==> src/rtl/ringosc_cnt_reader.sv <==
// Gate/freeze/readout controller for the ring-oscillator ripple counter; streams the 64-bit count LSB-first.
// Optional double-sample read verification: define RINGOSC_READER_VERIFY_EN.
module ringosc_cnt_reader #(
  parameter int GATE_LOG2  = 16,
  parameter int SETTLE     = 4,
  parameter int RST_CYCLES = 2
) (
  input  logic       clk,
  input  logic       rst_n,
  input  logic       start,
  input  logic [7:0] cnt_byte,
  output logic [5:0] cnt_shift,
  output logic       cnt_stop,
  output logic       cnt_reset,
  output logic       busy,
  output logic [7:0] out_data,
  output logic       out_valid,
  input  logic       out_ready,
  output logic       err
);
  localparam int TW = (GATE_LOG2 + 1 > 16) ? GATE_LOG2 + 1 : 16;
`ifdef RINGOSC_READER_VERIFY_EN
  localparam int RD_LEN = 2 * SETTLE;
`else
  localparam int RD_LEN = SETTLE;
`endif
  localparam logic [TW-1:0] CLR_LAST    = TW'(RST_CYCLES - 1);
  localparam logic [TW-1:0] GATE_LAST   = TW'((1 << GATE_LOG2) - 1);
  localparam logic [TW-1:0] SETTLE_LAST = TW'(SETTLE - 1);
  localparam logic [TW-1:0] RD_LAST     = TW'(RD_LEN - 1);

  typedef enum logic [2:0] {IDLE, CLR, RUN, HALT, READ, SEND} state_t;

  state_t        state_reg, state_next;
  logic [TW-1:0] tmr_reg, tmr_next;
  logic [2:0]    k_reg, k_next;
  logic [2:0]    j_reg, j_next;
  logic [7:0]    sync1_reg, sync2_reg;
  logic          capture;
  logic          last_try;
  logic [7:0]    res_byte [8];

  logic [5:0]    cnt_shift_reg;
  logic          cnt_stop_reg, cnt_reset_reg, busy_reg, out_valid_reg;
  logic [7:0]    out_data_reg;

  // cnt_byte is asynchronous to clk
  always_ff @(posedge clk or negedge rst_n) begin
    if (!rst_n) begin
      sync1_reg <= '0;
      sync2_reg <= '0;
    end else begin
      sync1_reg <= cnt_byte;
      sync2_reg <= sync1_reg;
    end
  end

`ifdef RINGOSC_READER_VERIFY_EN
  logic [1:0] try_reg;
  logic [7:0] first_reg;
  logic       mismatch;
  logic       err_reg;

  assign mismatch = (sync2_reg != first_reg);
  assign last_try = !mismatch || (try_reg == 2'd2);
  assign err      = err_reg;

  always_ff @(posedge clk or negedge rst_n) begin
    if (!rst_n) begin
      try_reg   <= '0;
      first_reg <= '0;
      err_reg   <= 1'b0;
    end else begin
      if (state_reg == READ && tmr_reg == SETTLE_LAST)
        first_reg <= sync2_reg;
      if (state_reg == READ && tmr_reg == RD_LAST)
        try_reg <= last_try ? 2'd0 : try_reg + 2'd1;
      if (state_reg == IDLE && start)
        err_reg <= 1'b0;
      else if (capture && mismatch)
        err_reg <= 1'b1;
    end
  end
`else
  assign last_try = 1'b1;
  assign err      = 1'b0;
`endif

  always_comb begin
    state_next = state_reg;
    tmr_next   = tmr_reg + 1'b1;
    k_next     = k_reg;
    j_next     = j_reg;
    capture    = 1'b0;
    case (state_reg)
      IDLE: begin
        tmr_next = '0;
        if (start) begin
          state_next = CLR;
          k_next     = '0;
          j_next     = '0;
        end
      end
      CLR: if (tmr_reg == CLR_LAST) begin
        state_next = RUN;
        tmr_next   = '0;
      end
      RUN: if (tmr_reg == GATE_LAST) begin
        state_next = HALT;
        tmr_next   = '0;
      end
      HALT: if (tmr_reg == SETTLE_LAST) begin
        state_next = READ;
        tmr_next   = '0;
        k_next     = '0;
      end
      READ: if (tmr_reg == RD_LAST) begin
        // a failed verify restarts the same byte with the shift unchanged
        tmr_next = '0;
        if (last_try) begin
          capture = 1'b1;
          if (k_reg == 3'd7) begin
            state_next = SEND;
            j_next     = '0;
          end else begin
            k_next = k_reg + 3'd1;
          end
        end
      end
      SEND: begin
        tmr_next = '0;
        if (out_valid_reg && out_ready) begin
          if (j_reg == 3'd7) state_next = IDLE;
          else               j_next     = j_reg + 3'd1;
        end
      end
      default: state_next = IDLE;
    endcase
  end

  for (genvar gi = 0; gi < 8; gi++) begin : g_lane
    logic [7:0] byte_reg;
    always_ff @(posedge clk or negedge rst_n) begin
      if (!rst_n)
        byte_reg <= '0;
      else if (capture && k_reg == 3'(gi))
        byte_reg <= sync2_reg;
    end
    assign res_byte[gi] = byte_reg;
  end

  // Counter controls are registered from the next state so the gate is exactly RUN's length
  always_ff @(posedge clk or negedge rst_n) begin
    if (!rst_n) begin
      state_reg     <= IDLE;
      tmr_reg       <= '0;
      k_reg         <= '0;
      j_reg         <= '0;
      cnt_stop_reg  <= 1'b1;
      cnt_reset_reg <= 1'b1;
      cnt_shift_reg <= '0;
      busy_reg      <= 1'b0;
      out_valid_reg <= 1'b0;
      out_data_reg  <= '0;
    end else begin
      state_reg     <= state_next;
      tmr_reg       <= tmr_next;
      k_reg         <= k_next;
      j_reg         <= j_next;
      cnt_stop_reg  <= (state_next != RUN);
      cnt_reset_reg <= (state_next == IDLE) || (state_next == CLR);
      cnt_shift_reg <= (state_next == READ) ? {k_next, 3'b000} : 6'd0;
      busy_reg      <= (state_next != IDLE);
      out_valid_reg <= (state_next == SEND);
      if (state_next == SEND)
        out_data_reg <= res_byte[j_next];
    end
  end

  assign cnt_shift = cnt_shift_reg;
  assign cnt_stop  = cnt_stop_reg;
  assign cnt_reset = cnt_reset_reg;
  assign busy      = busy_reg;
  assign out_valid = out_valid_reg;
  assign out_data  = out_data_reg;
endmodule

==> config.mk <==
export PLATFORM = sky130hd
export DESIGN_NAME = ringosc_cnt_reader
export DESIGN_NICKNAME = d
export VERILOG_FILES = /design/src/rtl/ringosc_cnt_reader.sv
export SDC_FILE = /design/constraint.sdc
export NUM_CORES = 1
export LEC_CHECK = 0
export CAP_MARGIN = 10
export CORE_ASPECT_RATIO = 0.8
export CORE_MARGIN = 3
export CORE_UTILIZATION = 40
export CTS_BUF_LIST = sky130_fd_sc_hd__clkbuf_8 sky130_fd_sc_hd__clkbuf_16
export DETAILED_ROUTE_END_ITERATION = 16
export PLACE_DENSITY_LB_ADDON = 0.1
export SLEW_MARGIN = 10
export SYNTH_ARGS = -nofsm -noshare
export SYNTH_HDL_FRONTEND = slang
export SYNTH_SLANG_ARGS = --single-unit
==> constraint.sdc <==
create_clock -name clk -period 3.9 [get_ports clk]
set_clock_uncertainty 0.15 [all_clocks]
set_input_delay 0.39 -clock clk [delete_from_list [all_inputs] [get_ports clk]]
set_output_delay 0.39 -clock clk [all_outputs]
set_load 0.01 [all_outputs]
==> metrics.csv, run 1 <==
metric;value;unit
status;finished, final reports clean;
overflow;0;
portBuffers;26;
path_class;reg2reg;
max-vdd-ir-drop;0.337;mV
r2r-start;tmr_reg[0];
clkTransAtPathRegs;0.06;ns
fmax;311;MHz
antenna_found_initial;0;
r2r_cells;10;
cp_top_family;simple AND/OR/NAND/NOR gates;
crit_start;tmr_reg[0];
initial_core_util;41.1;%
synth_common_cells;dfrtp_1, mux2_2, nor2_1;
yosysMostFrequentCell;dfrtp_1;
cts_tree;yes;
ys_seq_area_share;54.1;%
wl_per_cell;17.9;um
wl;12.2;mm
setup_violations;0;
dr.pass1.iters;4;
max_stage_delay;0.43;ns
route.detailed.drc;0;
chipHeight;112;um
ys_types;51;
crit_fanout;10;
synth_enable_flop_cells;0;
tightestPinTransition;0.675;ns
core_area;0.0136;mm^2
grt_use_total;16.8;%
regToRegSetupSlack;0.69;ns
worst_path_max_delay_cell;clkinv_1;
cp_cell_sequence;ha_1 > nor4b_2 > nand4bb_4 > nand3b_1 > buf_4 > nand2_1 > clkinv_1 > nand2_1 > a221oi_2 > a211o_1;
clock_path_buffers;2;
endpoint;out_data[6];
grt_pass1_vias;3636;
layout-drive-gt1-share;24.6;%
area_growth_syn_to_layout;18.3;%
syn_inst;455;
largest_register_ffs;64;
synth.top_cell.area_share;53.1;%
worst-path-stages;10;
path_buf_inv;2;
syn_area_per_cell;12.3;um^2
drt_iter0_drc;162;
ys_warn_count;0;
ys.flop_type;dfrtp_1;
synth.top_cells.by_area;dfrtp_1, mux2_2, nor4b_1;
timing.rr.end;out_data[6];
yosysTopAreaCell;dfrtp_1;
cpMostUsedCell;nand2_1;
grt_pass1_wl;20.2;mm
fin_crit;3.21;ns
min-delay-path-class;reg2reg;
cp.required;4.05;ns
crit_arrival;3.36;ns
vias;3624;
powerDensity;607;mW/mm^2
fin_util;48.6;%
avgViaCountPerCell;5.32;
nNetsFinal;509;
async_reset_ff_share;100;%
dp_hpwl;8.25;mm
die_area;0.0155;mm^2
gp_congestion;0.803;
clkSinkCount;121;
syn-cell-area;0.00560;mm^2
hold_viol;0;
io_pins;31;
ys_ff_latch;121;
fin_crit_sh;82.4;%
p_leak;3.10;nW
rows;38;
root_buffer;clkbuf_16;
clk_latency;0.42;ns
startpoint_type;flop;
slew_headroom;54.6;%
drv_slew;0;
cap_violations;0;
grt_max_degree;54;
critPathCaptureType;flop;
diodes;0;
ant_nets;0;
setup_tns;0;ns
cts_buffers;17;
die_w;138;um
grt_setup_unrepaired;no;
h-tree-depth;4;
[cells in the final DEF (no fill, tap or decap), types with 4 or more instances in the layout]
cell type,count
a211o_1,15
a21oi_1,6
a31oi_1,7
and3_1,6
buf_4,8
clkbuf_16,17
clkdlybuf4s50_1,25
clkinv_4,4
conb_1,4
dfrtp_1,119
ha_1,9
inv_1,12
inv_6,5
mux2_1,8
mux2_2,72
nand2_1,20
nand2b_1,4
nand3_1,11
nand3b_1,5
nor2_1,37
nor3b_1,6
nor4b_1,16
o211ai_1,15
o21ai_0,8
xnor2_1,7
xor2_1,7
[power breakdown]
part / internal, mW / total (mW) / switching (mW)
Sequential: 1.39 / 1.53 / 0.138
Clock: 0.951 / 1.56 / 0.605
Combinational: 0.404 / 0.933 / 0.529
[cell type report]
type                    count  area [um^2]
fillers                  1206         7020
flip-flops and latches    121         3030
multi-input cells         299         2400
clock buffers              17          425
repair buffers             34          320
well taps                 180          225
clock inverters            15          166
inverters                  15         58.8
[per-stage QoR]
| step | setup slack (ns) | std cells | instance area, um^2 | hold slack (ns) | total power [mW] |
|---|---|---|---|---|---|
| final | 0.687 | 681 | 6630 | 0.196 | 4.02 |
| after global routing | 0.437 | 681 | 6630 | 0.203 | 4.24 |
| after CTS | 0.700 | 681 | 6630 | 0.199 | 4.06 |
| after detailed placement | 0.730 | 648 | 6030 | 0.185 | 2.49 |
| after global placement | 0.763 | 648 | 6030 | 0.182 | 2.47 |
| after floorplan | 1.00 | 458 | 5610 | -0.0556 | 2.14 |
[logic make-up (layout without fill, tap and decap cells)]
group           after synthesis  count (layout)  synth area share (%)
buf+inv                      38              81                  3.26
compound gates               66              66                  8.73
other cells                   1               4                0.0669
simple gates                125             125                  13.4
flops                       121             121                  54.1
fa+ha+maj                     9               9                  2.01
mux                          81              81                  16.3
xor+xnor                     14              14                  2.19
[per-layer routing]
layer  GRT usage (%)  part of all wire, %
met1            25.8                   54
met4            6.32                  1.7
met3            4.12                  3.3
met2            22.7                   41
met5               0                    0
[worst min-delay path by stage]
stage	endpoint	cells past startpoint	start
global placement	sync2_reg[5]	0	sync1_reg[5]
detailed placement	sync2_reg[5]	0	sync1_reg[5]
floorplan	busy	0	rst_n
CTS	sync2_reg[5]	0	sync1_reg[5]
global route	sync2_reg[0]	0	sync1_reg[0]
finish	sync2_reg[4]	0	sync1_reg[4]
[repair_timing]
item	4_1_cts	5_1_grt
setup buffers	0	0
hold endpoints to repair	49	0
hold buffers	1	0
gates resized for setup	0	0
Power figures use the tool's default switching activity.
==> run 2: changes to the inputs <==
==> constraint.sdc (replaced) <==
create_clock -name clk -period 3.1 [get_ports clk]
set_clock_uncertainty 0.15 [all_clocks]
set_input_delay 0.31 -clock clk [delete_from_list [all_inputs] [get_ports clk]]
set_output_delay 0.31 -clock clk [all_outputs]
set_load 0.01 [all_outputs]
==> run 2 against run 1 <==
  * Global-route usage increased by 0.52 points
  * Critical path depth shrank 1
  * Sequential power is 25% higher
  * Hold slack got worse by 0.017 ns
  * Final cell count is 2.6% higher
  * Critical endpoint is now out_data[3]
  * Largest power group is now sequential cells
  * Highest routed layer unchanged
==> metrics.csv, run 2 (synthesis results as in run 1) <==
metric;value;unit;change
die_w;138;um;unchanged
route.detailed.drc;0;;unchanged
antenna_found_initial;0;;unchanged
tightestPinTransition;0.657;ns;was 0.675 ns
vias;3736;;was 3624
crit_fanout;18;;was 10
wl;12.8;mm;was 12.2 mm
fill_cells;1203;;was 1206
wl_met1;6.48;mm;was 6.55 mm
avgViaCountPerCell;5.34;;was 5.32
wl_per_cell;18.3;um;was 17.9 um
clkTransAtPathRegs;0.05;ns;was 0.06 ns
gp_congestion;0.809;;was 0.803
h-tree-depth;4;;unchanged
grt_setup_unrepaired;no;;unchanged
finalPower;4.98;mW;was 4.02 mW
layout-drive-gt1-share;26.8;%;was 24.6%
top_layer;met4;;unchanged
dr_wl_met2;5.58;mm;was 5.03 mm
cap_violations;0;;unchanged
status;finished, final reports clean;;unchanged
cts_resized;0;;unchanged
powerDensity;736;mW/mm^2;was 607 mW/mm^2
crit_arrival;2.95;ns;was 3.36 ns
fmax;355;MHz;was 311 MHz
chipHeight;112;um;unchanged
grt_pass1_wl;20.7;mm;was 20.2 mm
grt_max_degree;44;;was 54
hold_viol;0;;unchanged
io_pins;31;;unchanged
wl_met3;557;um;was 407 um
overflow;0;;unchanged
drt_iter0_drc;228;;was 162
fin_crit;2.81;ns;was 3.21 ns
critPathCaptureType;flop;;unchanged
setup_violations;0;;unchanged
largest_register_ffs;64;;unchanged
cts_tree;yes;;unchanged
portBuffers;26;;unchanged
fin_crit_sh;90.8;%;was 82.4%
core_area;0.0136;mm^2;unchanged
slew_headroom;55.6;%;was 54.6%
p_leak;3.21;nW;was 3.10 nW
max-vdd-ir-drop;0.396;mV;was 0.337 mV
final_cell_mix;dfrtp_1, mux2_2, nor2_1;;unchanged
startpoint_type;flop;;unchanged
layout_commonest_cell;dfrtp_1;;unchanged
clkSinkCount;121;;unchanged
regToRegSetupSlack;0.29;ns;was 0.69 ns
grt_use_total;17.3;%;was 16.8%
cp.required;3.23;ns;was 4.05 ns
path_class;reg2reg;;unchanged
rows;38;;unchanged
dp_hpwl;8.54;mm;was 8.25 mm
drv_slew;0;;unchanged
ant_nets;0;;unchanged
clk_latency;0.41;ns;was 0.42 ns
root_buffer;clkbuf_16;;unchanged
dr.pass1.iters;4;;unchanged
diodes;0;;unchanged
setup_tns;0;ns;unchanged
cts_buffers;17;;unchanged
area_growth_syn_to_layout;20.8;%;was 18.3%
nNetsFinal;529;;was 509
grt_pass1_vias;3698;;was 3636
clock_path_buffers;2;;unchanged
initial_core_util;41.1;%;unchanged
die_area;0.0155;mm^2;unchanged
min-delay-path-class;in2reg;;was reg2reg
[run 2: cell types whose count changed in the layout (fill, tap and decap cells not counted), sizes merged]
cell	previous run	this run
inv	19	16
bufinv	2	1
buf	8	28
clkinv	6	5
clkbuf	17	21
clkinvlp	3	2
[run 2: layout make-up]
cell class                      count  area (um^2)  share of cell area [%]
Tap cell                          180          225                    3.33
Clock buffer                       21          480                    7.10
Sequential cell                   121         3030                    44.8
Clock inverter                      9         76.3                    1.13
Inverter                           15         58.8                   0.869
Timing Repair Buffer               54          495                    7.32
Multi-Input combinational cell    299         2400                    35.5
[run 2: worst max-delay path, cell delays in order (launching register included)]
cell	delay, ns
dfrtp_1	0.42
or4_4	0.53
nand4bb_4	0.29
and3_1	0.25
nor3_4	0.21
buf_12	0.20
inv_4	0.11
a211o_1	0.31
o211ai_1	0.10
a31oi_1	0.11
[run 2: stage by stage]
stage	instance area [um^2]	utilization (%)	setup slack [ns]	cells	hold WS, ns
after global routing	6770	49.6	0.148	699	0.177
after detailed placement	6200	45.4	0.286	668	0.185
after CTS	6770	49.6	0.289	699	0.162
after floorplan	5610	-	0.200	458	-0.136
final	6770	49.6	0.285	699	0.179
after global placement	6200	45.4	0.307	668	0.181
[run 2: timing repair]
item	in CTS	in global routing
hold buffers	1	0
endpoints found under the hold margin	39	0
buffers inserted	0	0
[run 2: power breakdown]
part / internal (mW) / switching (mW) / total (mW)
registers: 1.75 / 0.171 / 1.92
clock network: 1.17 / 0.663 / 1.83
logic: 0.556 / 0.671 / 1.23
[run 2: worst paths after layout]
kind                              startpoint                     to  depth (start not counted)
worst max-delay path              tmr_reg[8]            out_data[3]                          9
worst min-delay path             cnt_byte[0]           sync1_reg[0]                          1
worst max register to register    tmr_reg[8]            out_data[3]                          9
worst min register to register  sync1_reg[2]           sync2_reg[2]                          0
max in group asynchronous              rst_n             tmr_reg[9]                          3
min in group asynchronous              rst_n  g_lane[2].byte_reg[5]                          2
[run 2: per-layer routing]
| layer | global-route usage (%) | up-vias |
|---|---|---|
| met5 | 0 | - |
| met4 | 7.11 | 0 |
| met2 | 24.6 | 91 |
| li1 | - | 1750 |
| met3 | 4.42 | 13 |
| met1 | 25.2 | 1882 |
